==> src/rtl/line_clear.sv <==
// rtl/line_clear.sv - full-row scan, shift-down and top-row clear after a piece locks (LINE_CLEAR_SCORE_EN adds score)
module line_clear #(
  parameter int BOARD_W  = 10,
  parameter int BOARD_H  = 20,
  parameter int ADDR_W   = 8,
  parameter int COLOUR_W = 6
) (
  input  logic                clk,
  input  logic                reset,
  input  logic                enable,
  input  logic [COLOUR_W-1:0] ram_Q,
  output logic [ADDR_W-1:0]   ram_addr,
  output logic [COLOUR_W-1:0] ram_data,
  output logic                wren,
  output logic [2:0]          lines_cleared,
  output logic                complete
`ifdef LINE_CLEAR_SCORE_EN
  ,
  output logic [15:0]         score
`endif
);

  typedef enum logic [2:0] {
    S_IDLE,
    S_SCAN,
    S_EVAL,
    S_SHIFT,
    S_CLEAR,
    S_DONE
  } state_t;

  localparam logic [3:0] X_LAST     = 4'(BOARD_W - 1);
  localparam logic [3:0] X_SCAN_END = 4'(BOARD_W);
  localparam logic [4:0] ROW_BOTTOM = 5'(BOARD_H - 1);

  state_t     state, state_nxt;
  logic [4:0] row;
  logic [4:0] dst;
  logic [3:0] x;
  logic       phase;   // 0: read source cell, 1: write destination cell
  logic       full;    // stays 1 while every captured cell of the row is nonzero
  logic [2:0] count;
  logic       armed;   // enable has been seen low since the last completed run

  function automatic logic [ADDR_W-1:0] cell_addr(input logic [4:0] r, input logic [3:0] c);
    logic [15:0] a;
    a = 16'(r) * 16'(BOARD_W) + 16'(c);
    return a[ADDR_W-1:0];
  endfunction

`ifdef LINE_CLEAR_SCORE_EN
  logic [15:0] score_add;
  logic [16:0] score_sum;

  // Points for the number of rows removed in this run, with saturating sum
  always_comb begin
    score_add = 16'd0;
    case (count)
      3'd0:    score_add = 16'd0;
      3'd1:    score_add = 16'd40;
      3'd2:    score_add = 16'd100;
      3'd3:    score_add = 16'd300;
      default: score_add = 16'd1200;
    endcase
    score_sum = {1'b0, score} + {1'b0, score_add};
  end
`endif

  // State register
  always_ff @(posedge clk or posedge reset) begin
    if (reset) state <= S_IDLE;
    else       state <= state_nxt;
  end

  // Next state and RAM port drive; dropping enable mid-run aborts to IDLE
  always_comb begin
    state_nxt = state;
    ram_addr  = '0;
    ram_data  = '0;
    wren      = 1'b0;
    complete  = 1'b0;
    case (state)
      S_IDLE: begin
        if (enable && armed) state_nxt = S_SCAN;
      end
      S_SCAN: begin
        ram_addr = cell_addr(row, x);
        if (x == X_SCAN_END) state_nxt = S_EVAL;
      end
      S_EVAL: begin
        if (full)             state_nxt = (row == 5'd0) ? S_CLEAR : S_SHIFT;
        else if (row != 5'd0) state_nxt = S_SCAN;
        else                  state_nxt = S_DONE;
      end
      S_SHIFT: begin
        if (!phase) begin
          ram_addr = cell_addr(dst - 5'd1, x);
        end else begin
          ram_addr = cell_addr(dst, x);
          ram_data = ram_Q;
          wren     = 1'b1;
          if (x == X_LAST && dst == 5'd1) state_nxt = S_CLEAR;
        end
      end
      S_CLEAR: begin
        ram_addr = cell_addr(5'd0, x);
        wren     = 1'b1;
        if (x == X_LAST) state_nxt = S_SCAN;
      end
      S_DONE: begin
        complete  = enable;
        state_nxt = S_IDLE;
      end
      default: state_nxt = S_IDLE;
    endcase
    if (state != S_IDLE && !enable) state_nxt = S_IDLE;
  end

  // Row/column counters, full-row detection, line count and result registers
  always_ff @(posedge clk or posedge reset) begin
    if (reset) begin
      row           <= 5'd0;
      dst           <= 5'd0;
      x             <= 4'd0;
      phase         <= 1'b0;
      full          <= 1'b0;
      count         <= 3'd0;
      armed         <= 1'b1;
      lines_cleared <= 3'd0;
`ifdef LINE_CLEAR_SCORE_EN
      score         <= 16'd0;
`endif
    end else begin
      if (!enable) armed <= 1'b1;
      case (state)
        S_IDLE: begin
          if (enable && armed) begin
            row   <= ROW_BOTTOM;
            count <= 3'd0;
            x     <= 4'd0;
            full  <= 1'b1;
            armed <= 1'b0;
          end
        end
        S_SCAN: begin
          // ram_Q lags the address by one cycle, so capture starts at x = 1
          if (x != 4'd0) full <= full & (ram_Q != '0);
          x <= x + 4'd1;
        end
        S_EVAL: begin
          x     <= 4'd0;
          phase <= 1'b0;
          if (full) begin
            if (count != 3'd7) count <= count + 3'd1;
            dst <= row;
          end else if (row != 5'd0) begin
            row  <= row - 5'd1;
            full <= 1'b1;
          end
        end
        S_SHIFT: begin
          phase <= ~phase;
          if (phase) begin
            if (x == X_LAST) begin
              x   <= 4'd0;
              dst <= dst - 5'd1;
            end else begin
              x <= x + 4'd1;
            end
          end
        end
        S_CLEAR: begin
          // Rescan the same row afterwards: the row shifted into it may be full too
          if (x == X_LAST) begin
            x    <= 4'd0;
            full <= 1'b1;
          end else begin
            x <= x + 4'd1;
          end
        end
        S_DONE: begin
          if (enable) begin
            lines_cleared <= count;
`ifdef LINE_CLEAR_SCORE_EN
            score <= score_sum[16] ? 16'hFFFF : score_sum[15:0];
`endif
          end
        end
        default: ;
      endcase
    end
  end

endmodule

==> config.mk <==
export PLATFORM = sky130hd
export DESIGN_NAME = line_clear
export DESIGN_NICKNAME = d
export VERILOG_FILES = /design/src/rtl/line_clear.sv
export SDC_FILE = /design/constraint.sdc
export NUM_CORES = 1
export LEC_CHECK = 0
export ABC_AREA = 1
export CORE_UTILIZATION = 40
export DETAILED_ROUTE_END_ITERATION = 16
export PLACE_DENSITY = 0.6
export SYNTH_ARGS = -nofsm -noshare
export SYNTH_HDL_FRONTEND = slang
export SYNTH_SLANG_ARGS = --single-unit
==> constraint.sdc <==
create_clock -name clk -period 3.05 [get_ports clk]
set_clock_uncertainty 0.05 [all_clocks]
set_input_delay 0.305 -clock clk [delete_from_list [all_inputs] [get_ports clk]]
set_output_delay 0.305 -clock clk [all_outputs]
set_load 0.02 [all_outputs]
==> impl_metrics.tcl <==
set metrics [dict create \
    place_inst 472 \
    crit_type "flop to output pin" \
    power.leakage_nw 1.72 \
    clock_tree.root_cell "clkbuf_8" \
    cp.arrival_ps 2850 \
    final_antenna_net_count 0 \
    crit_path_end_kind "output pin" \
    area_delta_synth_final_pct 41.9 \
    detail_route.first_pass.iterations 4 \
    synthSimpleGateAreaFrac_pct 24.7 \
    via_per_inst 5.00 \
    post-route-period-util_pct 105 \
    ys_seq_area_share_pct 26.8 \
    ir_drop_mv 0.646 \
    die_w_microns 80.0 \
    n_fill_cell 555 \
    die_area_sq_um 6400 \
    num_rows 28 \
    synth_top_family_by_area "simple AND/OR/NAND/NOR gates" \
    finalNonFillerCells 489 \
    grt_pass1_vias 2348 \
    gp_congestion 0.934 \
    synth_enable_flop_cells 0 \
    timing.rr.start "state[0]" \
    tightest_slew_ps 530 \
    synth_xor_xnor_area_share_pct 3.60 \
    cts_tree "yes" \
    io_pins 28 \
    holdCritPathClass "primary input to async pin" \
    max_cap_violations 0 \
    final_cell_area_sq_um 3450 \
    synthAdderAreaFrac_pct 19.2 \
    portBuffers 27 \
    cts_max_level 1 \
    dp.final_hpwl_microns 5030 \
    cts_buffers 3 \
    layout.nets 459 \
    synth.area.mux_share_pct 0 \
    antennaDiodeCount 0 \
    first_iter_violations 84 \
    synthArstFlopShare_pct 100 \
    layout_min_cycle_time_ps 3210 \
    start_util_pct 41.3 \
    required_ps 2690 \
    core_sq_um 5890 \
    synth-compound-area-share_pct 15.8 \
    p_total_w 0.00405 \
    yosysUniqueCellTypes 36 \
    clock_latency_ps 280 \
    p_per_area_nw_per_um2 1170 \
    synth_cells 328 \
    grt_usage_pct 21.6 \
    r2r_setup_slack_ps 1100 \
    path_clk_slew_ps 100 \
    slew_headroom_pct 64.4 \
    yosys_register_bits 26 \
    fmax_ghz 0.312 \
    yosys_warnings 0 \
    pre_cts_slack_ps -368 \
    drive_gt1_share_pct 28.3 \
    syn_area_sq_um 2430 \
    grt_overflow_total 0 \
    timing.rr.end "count[1]" \
    drc 0 \
    violations "negative setup slack" \
    synth_top_flop_cell "dfrtp_1" \
    cts.sinks 26 \
    dieHeight_microns 80.0 \
    worst-r2r-cell-count 9 \
    rsz0062_at_grt "true" \
    path_max_fanout 3 \
    grt_pass1_wl_microns 10600 \
    antenna_found_initial 0 \
    wl_per_cell_microns 13.5 \
    dr_total_vias 2443 \
    outcome "finished with violations" \
    fin_util_pct 58.6 \
    grt_max_degree 27 \
    finalSetupViolations 4 \
    slew_violations 0 \
    avgSynthCellArea_sq_um 7.42 \
    post_dp_cell_area_sq_um 3120 \
    wl_microns 6620 \
    cp-start-kind "flop" \
    hold_viol_final 0 \
    cts_buffer_depth 2 \
    synth_fp_nets 372 \
    finalWorstSetupSlack_ps -156 \
    hold_buffers 0 \
]
==> worst max-delay path, stage by stage, from the launching register on <==
cell     delay (ps)
dfrtp_1         390
inv_2           100
ha_4            210
nand2_2          70
nand2_2          80
nand2_2          60
buf_4           130
buf_4           120
buf_4           120
buf_4           120
buf_4           120
buf_4           120
buf_4           120
buf_4           120
buf_4           120
nand2_1          40
nand3_1          60
nand2_1          60
nand2_1          60
nand3_1          80
nand2_1          50
nor2_1           80
buf_4           140
==> kinds of logic (layout without fill, tap and decap cells) <==
logic type                 after synthesis  in the layout
AOI/OAI and AO/OA                       65             65
xor gates and xnor gates                10             10
adders and majority gates               35             35
buffers and inverters                   63            149
DFF                                     26             26
and+or+nand+nor                        129            129
==> layer usage <==
metal / GRT usage [%] / up-vias / wire, microns
li1: - / 1248 / -
met1: 28.1 / 1144 / 3060
met2: 37.4 / 45 / 3240
met3: 2.40 / 6 / 223
met4: 6.07 / 0 / 100
met5: 0 / - / 0
==> what timing repair did <==
item,in CTS,in global routing
endpoints found under the setup margin,6,5
buffers inserted,11,2
gates resized for setup,35,33
pin swaps,16,8
==> where the power goes <==
group / total (W) / switching, W / internal [W]
combinational: 0.00318 / 0.00167 / 0.00151
sequential: 0.000570 / 0.000109 / 0.000461
clock: 0.000298 / 0.000122 / 0.000176
==> metrics by stage <==
step / setup TNS (ps) / hold WS [ps]
final: -329 / 314
after global routing: -991 / 393
after global placement: -977 / 431
after detailed placement: -1180 / 437
after floorplan: 0 / 294
after CTS: -176 / 327
==> worst max-delay path by stage <==
stage	start	endpoint	cells past startpoint	slack (ps)
global route	dst[0]	ram_addr[7]	19	-320
finish	dst[1]	ram_addr[7]	22	-160
floorplan	dst[0]	ram_addr[6]	13	100
detailed placement	dst[0]	ram_addr[7]	16	-370
global placement	dst[0]	ram_addr[7]	16	-320
CTS	dst[0]	ram_addr[7]	19	-110
==> cells in the mapped netlist (2+ instances only) <==
cell       n  share of area [%]
inv_1     55                8.5
o21ai_1    2               0.41
inv_2      5               0.77
fa_1       4                3.3
o21ai_0   34                7.0
a31oi_1    3               0.77
a21oi_1   10                2.1
o22ai_1    7                1.8
dfrtp_1   25                 26
ha_1      31                 16
nor2_2     3               0.77
xor2_1     7                2.5
o211ai_1   3               0.93
nand4_1    5                1.3
nor2_1    27                4.2
nand2_4    4                1.9
xnor2_1    3                1.1
nand3_1   22                4.5
nand2_1   61                9.4
==> area by class of cell <==
class | count | area (sq um) | area share (%)
multi-input combinational | 239 | 1720 | 49.7
inverter | 61 | 230 | 6.67
clock inverter | 1 | 30.0 | 0.870
sequential | 26 | 652 | 18.9
clock buffer | 3 | 41.3 | 1.20
tap | 75 | 93.8 | 2.72
timing repair buffer | 84 | 688 | 19.9
==> cell usage in the layout, fill, tap and decap left out, types with 8 or more instances in the layout <==
cell type | Yosys | layout
inv_2 | 5 | 13
dfrtp_1 | 25 | 25
nand2_2 | 1 | 8
ha_1 | 31 | 25
nand3_1 | 22 | 20
nand2_1 | 61 | 54
a21oi_1 | 10 | 10
buf_4 | 0 | 61
inv_1 | 55 | 47
o21ai_0 | 34 | 31
nor2_1 | 27 | 25
clkdlybuf4s50_1 | 0 | 21
==> sequential cells by signal, indices dropped and copies added, names as in the netlist <==
name / cells
row: 5
armed: 1
count: 3
lines_cleared: 3
phase: 1
state: 3
full: 1
x: 4
dst: 5
(Power assumes the default switching activity.)
